## src/rtl/menu_pkg.sv

```systemverilog
// Shared definitions for the VGA menu: key codes, FSM state type,
// default colours and the hold-timer width.
package menu_pkg;

  localparam logic [1:0] KEY_NONE  = 2'b00;
  localparam logic [1:0] KEY_LEFT  = 2'b01;
  localparam logic [1:0] KEY_RIGHT = 2'b10;
  localparam logic [1:0] KEY_ENTER = 2'b11;

  typedef enum logic [1:0] {
    ST_IDLE    = 2'd0,
    ST_SELECT  = 2'd1,
    ST_PRESSED = 2'd2
  } menu_state_e;

  localparam logic [11:0] DEF_BG_COLOR  = 12'h0C6;
  localparam logic [11:0] DEF_BTN_COLOR = 12'h8C6;
  localparam logic [11:0] DEF_SEL_COLOR = 12'hC33;
  localparam logic [11:0] DEF_PRS_COLOR = 12'hF66;
  localparam logic [11:0] BLACK_COLOR   = 12'h000;
  localparam logic [11:0] GRID_LINE_COLOR = 12'h666;
  localparam logic [11:0] GRID_FILL_COLOR = 12'hCCC;

  // Hold timer width; covers HOLD_CYC up to 2^24-1.
  localparam int TIMER_W = 24;

endpackage

```

## src/rtl/menu_sel_fsm.sv

```systemverilog
// Menu selection FSM: tracks the selected button, emits a one-cycle press
// strobe on enter and holds the PRESSED state for HOLD_CYC cycles.
module menu_sel_fsm
  import menu_pkg::*;
#(
  parameter int N_BTN    = 3,
  parameter int HOLD_CYC = 8_200_000
) (
  input  logic                     clk,
  input  logic                     rst,
  input  logic                     key_valid,
  input  logic [1:0]               key_code,
  output menu_state_e              state,
  output logic [$clog2(N_BTN)-1:0] sel_idx,
  output logic [N_BTN-1:0]         btn_pulse,
  output logic                     busy
);

  localparam int SEL_W = $clog2(N_BTN);
  localparam logic [SEL_W-1:0]   SEL_LAST  = SEL_W'(N_BTN - 1);
  localparam logic [TIMER_W-1:0] TIMER_TOP = TIMER_W'(HOLD_CYC - 1);

  menu_state_e        state_q, state_d;
  logic [SEL_W-1:0]   sel_q, sel_d;
  logic [TIMER_W-1:0] timer_q, timer_d;
  logic [N_BTN-1:0]   pulse_q, pulse_d;

  // State, selection, hold timer and press strobe registers.
  // NOTE: non-blocking assignments here so every register samples the
  // pre-edge values computed by the combinational block.
  always_ff @(posedge clk or negedge rst) begin
    if (!rst) begin
      state_q <= ST_IDLE;
      sel_q   <= '0;
      timer_q <= '0;
      pulse_q <= '0;
    end else begin
      state_q <= state_d;
      sel_q   <= sel_d;
      timer_q <= timer_d;
      pulse_q <= pulse_d;
    end
  end

  // Next-state logic: key decoding, selection wrap and hold countdown.
  // NOTE: every output gets a default first so no path leaves a latch.
  always_comb begin
    state_d = state_q;
    sel_d   = sel_q;
    timer_d = timer_q;
    pulse_d = '0;
    case (state_q)
      ST_IDLE: begin
        if (key_valid && key_code != KEY_NONE) begin
          state_d = ST_SELECT;
          sel_d   = '0;
        end
      end
      ST_SELECT: begin
        if (key_valid) begin
          case (key_code)
            KEY_RIGHT: sel_d = (sel_q == SEL_LAST) ? '0 : sel_q + SEL_W'(1);
            KEY_LEFT:  sel_d = (sel_q == '0) ? SEL_LAST : sel_q - SEL_W'(1);
            KEY_ENTER: begin
              state_d = ST_PRESSED;
              timer_d = TIMER_TOP;
              pulse_d = N_BTN'(1) << sel_q;
            end
            default: ;
          endcase
        end
      end
      ST_PRESSED: begin
        // Keys are dropped while the press is being shown.
        if (timer_q == '0) state_d = ST_SELECT;
        else               timer_d = timer_q - TIMER_W'(1);
      end
      default: state_d = ST_IDLE;
    endcase
  end

  assign state     = state_q;
  assign sel_idx   = sel_q;
  assign btn_pulse = pulse_q;
  assign busy      = (state_q == ST_PRESSED);

endmodule

```

## src/rtl/vga_menu_compositor.sv

```systemverilog
// VGA menu compositor: per-pixel colour priority mux over blanking, text,
// buttons and an optional grid layer, with a registered 12-bit output.
// Build option: define VGA_MENU_GRID_EN to draw the grid layer; when it is
// undefined the grid inputs are ignored and the grid area shows background.
module vga_menu_compositor
  import menu_pkg::*;
#(
  parameter int          N_BTN     = 3,
  parameter int          HOLD_CYC  = 8_200_000,
  parameter logic [11:0] BG_COLOR  = DEF_BG_COLOR,
  parameter logic [11:0] BTN_COLOR = DEF_BTN_COLOR,
  parameter logic [11:0] SEL_COLOR = DEF_SEL_COLOR,
  parameter logic [11:0] PRS_COLOR = DEF_PRS_COLOR
) (
  input  logic                     clk,
  input  logic                     rst,
  input  logic [10:0]              hc_visible,
  input  logic [10:0]              vc_visible,
  input  logic [N_BTN-1:0]         in_btn,
  input  logic                     in_char,
  input  logic                     in_grid,
  input  logic                     grid_line,
  input  logic                     grid_en,
  input  logic                     key_valid,
  input  logic [1:0]               key_code,
  output logic [11:0]              vga_rgb,
  output logic [$clog2(N_BTN)-1:0] sel_idx,
  output logic [N_BTN-1:0]         btn_pulse,
  output logic                     busy
);

  localparam int SEL_W = $clog2(N_BTN);

  menu_state_e state;
  logic        sel_hit;
  logic [11:0] rgb_d;

  menu_sel_fsm #(
    .N_BTN    (N_BTN),
    .HOLD_CYC (HOLD_CYC)
  ) u_fsm (
    .clk       (clk),
    .rst       (rst),
    .key_valid (key_valid),
    .key_code  (key_code),
    .state     (state),
    .sel_idx   (sel_idx),
    .btn_pulse (btn_pulse),
    .busy      (busy)
  );

`ifndef VGA_MENU_GRID_EN
  logic grid_unused;
  assign grid_unused = ^{in_grid, grid_line, grid_en};
`endif

  // Whether the current pixel lies inside the selected button.
  always_comb begin
    sel_hit = 1'b0;
    for (int k = 0; k < N_BTN; k++) begin
      if (sel_idx == SEL_W'(k)) sel_hit = in_btn[k];
    end
  end

  // Colour priority mux; the selection only shows outside IDLE.
  always_comb begin
    rgb_d = BG_COLOR;
    if (hc_visible == '0 || vc_visible == '0)         rgb_d = BLACK_COLOR;
    else if (in_char)                                  rgb_d = BLACK_COLOR;
    else if (sel_hit && state == ST_PRESSED)           rgb_d = PRS_COLOR;
    else if (sel_hit && state == ST_SELECT)            rgb_d = SEL_COLOR;
    else if (|in_btn)                                  rgb_d = BTN_COLOR;
`ifdef VGA_MENU_GRID_EN
    else if (in_grid && grid_line && grid_en)          rgb_d = GRID_LINE_COLOR;
    else if (in_grid)                                  rgb_d = GRID_FILL_COLOR;
`endif
  end

  // Output pixel register: one clock of latency from the pixel inputs.
  always_ff @(posedge clk or negedge rst) begin
    if (!rst) vga_rgb <= '0;
    else      vga_rgb <= rgb_d;
  end

endmodule

```

## config.mk

```make
export PLATFORM = sky130hd
export DESIGN_NAME = vga_menu_compositor
export DESIGN_NICKNAME = d
export VERILOG_FILES = /design/src/rtl/menu_pkg.sv /design/src/rtl/menu_sel_fsm.sv /design/src/rtl/vga_menu_compositor.sv
export SDC_FILE = /design/constraint.sdc
export NUM_CORES = 1
export LEC_CHECK = 0
export CORE_MARGIN = 3
export CORE_UTILIZATION = 49
export CTS_CLUSTER_SIZE = 24
export DETAILED_ROUTE_END_ITERATION = 8
export PLACE_DENSITY_LB_ADDON = 0.15
export SKIP_CTS_REPAIR_TIMING = 1
export SYNTH_ARGS = -nofsm -noshare
export SYNTH_HDL_FRONTEND = slang
export SYNTH_SLANG_ARGS = --single-unit
```

## constraint.sdc

```tcl
create_clock -name clk -period 2.35 [get_ports clk]
set_clock_uncertainty 0.05 [all_clocks]
set_input_delay 0.47 -clock clk [delete_from_list [all_inputs] [get_ports clk]]
set_output_delay 0.47 -clock clk [all_outputs]
set_load 0.05 [all_outputs]
```

==> flow_summary.yaml, run 1 <==
drt:
  wire_per_inst_um: 14.2
  drt_iter0_markers: 69
  drtPass1Iterations: 7
  dr_total_vias: 1684
  final_antenna_net_count: 0
  wirelength_um: 4380
  drc: 0
  via_per_inst: 5.47
grt:
  antenna_found_initial: 0
  grt_pass1_vias: 1684
  grt_pass1_wl_um: 7620
  grt_overflow: 0
  grt_use_total: 0.187
  grt_max_degree: 39
sta:
  setup_viol: 0
  final.setup.tns_ns: 0
  tightest_slew_ns: 0.827
  hold_violations: 0
  relSlewSlack: 0.449
  final.period_utilization: 0.910
  rsz0062_at_grt: "false"
  fin_crit_ns: 2.14
  clock.fmax_ghz: 0.467
  maxSlewViolCount: 0
floorplanning:
  rows: 23
  io_pins: 52
  start_util: 0.514
  die_w_um: 71.2
  die_h_um: 71.2
  die_area_um2: 5070
  coreArea_um2: 4060
clocking:
  path_clk_slew_ns: 0.07
  htree_levels: 2
  cts_tree: "done"
  numCtsBuffers: 5
  clockBufferDepth: 2
  clock_sinks: 38
  cts_root_buf: "clkbuf_8"
  clk_latency_ns: 0.29
synthesis:
  synth_cell_types: 46
  synth-seq-cells: 38
  synth_edf_count: 0
  synth_flop_cell: "dfrtp_1"
  async_reset_ff_frac: 1.00
  syn_area_per_cell_um2: 9.88
  yosysSeqAreaShare: 0.456
  ys_warn_count: 0
  synthCells: 211
  syn_nets: 252
  syn_area_um2: 2080
cells_and_area:
  nFillCells: 329
  final_util: 0.655
  final_common_cell: "clkdlybuf4s50_1"
  n_antenna_cell: 0
  nNetsFinal: 298
  drive_above_1_share: 0.105
  syn2layout_area_growth_pct: 27.5
  final_cell_mix: "clkdlybuf4s50_1 (45), dfrtp_1 (38), nand2_1 (20), o21ai_0 (14), nor2_1 (14)"
worst_setup_path:
  path_cells: "inv_1, ha_1, or3b_1, nor2_4, o211ai_4, or4_1, nand3_1"
  crit_family: "simple AND/OR/NAND/NOR gates"
  critPathSlowestCell: "or4_1"
  crit_path_start_kind: "flop"
  crit_type: "reg -> reg"
  worstReg2RegEnd: "u_fsm.timer_q[22]$_DFFE_PN0P_"
  cp.required_ns: 2.52
  crit_fanout: 14
  cp_slowest_stage_delay_ns: 0.50
  reg2reg_from: "u_fsm.timer_q[0]$_DFFE_PN0P_"
  reg2reg_slack_ns: 0.21
  worst-path-buf-inv: 1
  reg2reg_depth: 7
  cp-end-kind: "flop"
  cp.arrival_ns: 2.31
power_and_ir_drop:
  comb_power_share: 0.123
  power_frac_clock: 0.352
  internal-power_uw: 970
  ir_drop_mv: 0.400
  p_seq_frac: 0.525
  power.switching_uw: 301
  leakagePower_uw: 0.00102
  power_density_nw_per_um2: 478
  netSwitchingFraction: 0.237
run:
  cap_violations: 0
placed_design:
  globalplace.congestion: 0.847
  dp_hpwl_um: 3310
  port_buffers: 47
hold_path:
  hp-class: "in -> async"
run_status:
  status: "finished clean"
## final cells by class
class	instances	area (um2)	share of cell area
clock buffer	7	86.3	0.0325
clock inverter	1	5.00	0.00188
inverter	6	25.0	0.00942
multi-input combinational	155	1030	0.389
sequential	38	951	0.358
tap	50	62.6	0.0235
timing repair buffer	51	493	0.185
## registers in the layout, indices dropped and copies added, names as in the netlist
signal           count
u_fsm.btn_pulse      3
u_fsm.sel_idx        2
u_fsm.state          2
u_fsm.timer_q       24
vga_rgb              7
## synth_stat cells (2+ instances only)
| master | count | area [um2] |
|---|---|---|
| dfrtp_1 | 38 | 951 |
| nand2_1 | 20 | 75.1 |
| nor2_1 | 14 | 52.6 |
| o21ai_0 | 14 | 70.1 |
| nor4_1 | 12 | 75.1 |
| nand3_1 | 10 | 50.1 |
| nor3_1 | 10 | 50.1 |
| ha_1 | 7 | 87.6 |
| or3_1 | 7 | 43.8 |
| xor2_1 | 7 | 61.3 |
| a21oi_1 | 5 | 25.0 |
| and3_1 | 5 | 31.3 |
| buf_4 | 5 | 37.5 |
| inv_1 | 5 | 18.8 |
| mux2i_1 | 4 | 40.0 |
| o211ai_1 | 4 | 30.0 |
| nand2b_1 | 3 | 18.8 |
| o2111ai_1 | 3 | 26.3 |
| o31ai_1 | 3 | 22.5 |
| buf_1 | 2 | 7.51 |
| buf_2 | 2 | 10.0 |
| clkbuf_1 | 2 | 7.51 |
| mux2_2 | 2 | 22.5 |
| nor2b_1 | 2 | 12.5 |
| nor3_2 | 2 | 20.0 |
| or4_1 | 2 | 15.0 |
| or4_4 | 2 | 22.5 |
## per-layer routing
| metal | global-route usage | vias up | share of wire |
|---|---|---|---|
| met2 | 0.299 | 43 | 0.46 |
| met4 | 0.0438 | 0 | 0.0071 |
| li1 | - | 853 | - |
| met3 | 0.0575 | 4 | 0.064 |
| met1 | 0.251 | 784 | 0.47 |
| met5 | 0 | - | 0 |
## logic make-up (layout without fill, tap and decap cells)
family / count (synthesis) / in the layout / share of synthesized area
simple gates: 97 / 97 / 0.265
flops: 38 / 38 / 0.456
compound gates: 36 / 36 / 0.124
buf+inv: 18 / 65 / 0.0474
xor+xnor: 8 / 8 / 0.0336
fa+ha+maj: 7 / 7 / 0.0420
mux: 6 / 6 / 0.0300
other cells: 1 / 1 / 0.00180
## worst max-delay path by stage
stage,start,to,slack (ns),cells after the start
after global placement,u_fsm.timer_q[21]$_DFFE_PN0P_,u_fsm.timer_q[0]$_DFFE_PN0P_,0.25,6
after floorplan,u_fsm.timer_q[0]$_DFFE_PN0P_,u_fsm.timer_q[18]$_DFFE_PN0P_,0.43,8
after detailed placement,u_fsm.timer_q[0]$_DFFE_PN0P_,u_fsm.timer_q[22]$_DFFE_PN0P_,0.21,7
after CTS,u_fsm.timer_q[0]$_DFFE_PN0P_,u_fsm.timer_q[22]$_DFFE_PN0P_,0.20,7
final,u_fsm.timer_q[0]$_DFFE_PN0P_,u_fsm.timer_q[22]$_DFFE_PN0P_,0.21,7
after global routing,u_fsm.timer_q[0]$_DFFE_PN0P_,u_fsm.timer_q[16]$_DFFE_PN0P_,0.05,8
## power by group through the flow
stage / Combinational (uW) / Sequential [uW] / Clock (uW)
after detailed placement: 159 / 680 / 0
after floorplan: 40.9 / 710 / 0
after global placement: 158 / 679 / 0
after global routing: 169 / 668 / 488
final: 157 / 667 / 448
after CTS: 159 / 667 / 464
## per-stage QoR
| stage | worst slack [ns] | cell area (um2) | cells | hold WS (ns) | power (uW) |
|---|---|---|---|---|---|
| detailed placement | 0.213 | 2570 | 300 | 0.460 | 839 |
| global route | 0.0537 | 2660 | 308 | 0.279 | 1320 |
| finish | 0.211 | 2660 | 308 | 0.225 | 1270 |
| floorplan | 0.430 | 2080 | 211 | 0.124 | 751 |
| CTS | 0.202 | 2660 | 308 | 0.251 | 1290 |
| global placement | 0.252 | 2570 | 300 | 0.440 | 837 |
No activity file was read; power rests on OpenSTA's default activity.
==> run 2, diff against run 1 <==
CORE_UTILIZATION = 50   (was 49)
SYNTH_HIERARCHICAL = 1   (was not set)
==> flow_summary.yaml, run 2 <==
sta:
  fin_ws_ns: 0.0191
  maxSlewViolCount: 0
  tightest_slew_ns: 0.819
  fin_crit_ns: 2.33
  relSlewSlack: 0.454
  clock.fmax_ghz: 0.429
  worst_hold_slack_ns: 0.213
  final.period_utilization: 0.992
  setup_viol: 0
  final.setup.tns_ns: 0
  hold_violations: 0
grt:
  antenna_found_initial: 0
  grt_overflow: 0
  grt_use_total: 0.225
  grt_max_degree: 39
  grt_pass1_vias: 2061
  grt_pass1_wl_um: 9290
synthesis:
  synth_area_leaders: "dfrtp_1 (42%), mux2i_1 (5.8%), ha_1 (4.4%), nor4_1 (4.2%), nor2_1 (3.5%)"
  synth-seq-cells: 38
  yosysSeqAreaShare: 0.422
  synth_cell_types: 51
  synth.top_cell.area_share: 0.422
  synth_flop_cell: "dfrtp_1"
  synth.top_cells.by_count: "dfrtp_1 (38), nor2_1 (21), nor4_1 (15)"
  synthCells: 238
  yosys.area.top_type: "dfrtp_1"
  synth_edf_count: 0
  yosysMostFrequentCell: "dfrtp_1"
  syn_area_per_cell_um2: 9.48
  syn_area_um2: 2260
  ys_warn_count: 6
  syn_nets: 280
  async_reset_ff_frac: 1.00
drt:
  drc: 0
  drtPass1Iterations: 4
  wirelength_um: 5540
  dr_total_vias: 2123
  via_per_inst: 6.03
  wire_per_inst_um: 15.7
  final_antenna_net_count: 0
  drt_iter0_markers: 130
power_and_ir_drop:
  power.switching_uw: 327
  comb_power_share: 0.125
  leakagePower_uw: 0.00121
  netSwitchingFraction: 0.251
  internal-power_uw: 977
  p_seq_frac: 0.518
  fin_total_pwr_uw: 1300
  power_density_nw_per_um2: 431
  ir_drop_mv: 0.323
  power_frac_clock: 0.357
clocking:
  numCtsBuffers: 5
  clock_sinks: 38
  clockBufferDepth: 2
  cts_root_buf: "clkbuf_8"
  htree_levels: 2
  clk_latency_ns: 0.29
  path_clk_slew_ns: 0.08
  cts_tree: "done"
floorplanning:
  die_w_um: 73.2
  rows: 23
  die_area_um2: 5350
  io_pins: 52
  die_h_um: 73.2
  start_util: 0.541
  coreArea_um2: 4170
worst_setup_path:
  crit_fanout: 6
  reg2reg_from: "u_fsm/timer_q[5]$_DFFE_PN0P_"
  cp.arrival_ns: 2.51
  cp-end-kind: "flop"
  cp.required_ns: 2.52
  crit_path_start_kind: "flop"
  reg2reg_slack_ns: 0.02
  reg2reg_depth: 4
  crit_type: "reg -> reg"
  worstReg2RegEnd: "u_fsm/timer_q[17]$_DFFE_PN0P_"
  startpoint: "u_fsm/timer_q[5]$_DFFE_PN0P_"
cells_and_area:
  final_util: 0.726
  final_common_cell: "clkdlybuf4s50_1"
  drive_above_1_share: 0.185
  top_register: "u_fsm/timer_q"
  n_antenna_cell: 0
  final_cell_mix: "clkdlybuf4s50_1 (45), dfrtp_1 (38), buf_4 (29), nor2_1 (21), nor4_1 (14)"
  syn2layout_area_growth_pct: 34.3
  largest_reg_flops: 24
  nNetsFinal: 343
  nFillCells: 311
placed_design:
  dp_slack_ns: -0.0824
  globalplace.congestion: 0.837
  dp_hpwl_um: 4040
  port_buffers: 47
run_status:
  status: "finished clean"
run:
  cap_violations: 0
hold_path:
  hp-class: "in -> async"
run 2: stage by stage:
| stage | std cells | cell area (um2) |
|---|---|---|
| 2_1_floorplan | 238 | 2260 |
| 3_3_place_gp | 342 | 2880 |
| 3_5_place_dp | 342 | 2880 |
| 4_1_cts | 350 | 2980 |
| 5_1_grt | 352 | 3030 |
| 6_report | 352 | 3030 |
run 2: critical path, cell delays in order (launching register included):
cell and delay (ns):
dfrtp_1 0.39, or4_4 0.55, or4_4 0.58, or4_4 0.53, a21oi_2 0.16
run 2: cell families after synthesis:
group	after synthesis	share of synthesized area
AO/OA/AOI/OAI	41	0.126
adder cells (fa/ha/maj)	8	0.0444
buffers and inverters	27	0.0549
flip-flops	38	0.422
multiplexers	14	0.0627
other	1	0.00166
AND/OR/NAND/NOR	109	0.289
run 2: metal layers:
metal / vias to the layer above / routed length, um / global-route usage
li1: 1020 / - / -
met1: 1021 / 2380 / 0.293
met2: 69 / 2780 / 0.347
met3: 13 / 283 / 0.0661
met4: 0 / 95 / 0.100
met5: - / 0 / 0
run 2: area by class of cell:
type	count	area, um2	area share
inverters	8	30.0	0.00991
repair buffers	75	673	0.222
clock inverters	2	12.5	0.00413
flip-flops and latches	38	951	0.314
well taps	50	62.6	0.0207
multi-input cells	173	1220	0.402
clock buffers	6	82.6	0.0273
run 2: power groups by stage:
stage	combinational (uW)	sequential [uW]	clock (uW)
6_report	163	676	466
5_1_grt	176	677	511
4_1_cts	164	675	483
3_5_place_dp	164	688	0
3_3_place_gp	162	687	0
2_1_floorplan	49.5	713	0
run 2: how the worst max path moves through the flow:
stage | to | slack (ns) | depth (start not counted)
after floorplan | u_fsm/timer_q[15]$_DFFE_PN0P_ | -0.05 | 6
after global placement | u_fsm/timer_q[23]$_DFFE_PN0P_ | -0.03 | 4
after detailed placement | u_fsm/timer_q[17]$_DFFE_PN0P_ | -0.08 | 4
after CTS | u_fsm/timer_q[17]$_DFFE_PN0P_ | -0.10 | 4
after global routing | u_fsm/timer_q[15]$_DFFE_PN0P_ | -0.02 | 4
final | u_fsm/timer_q[17]$_DFFE_PN0P_ | 0.02 | 4
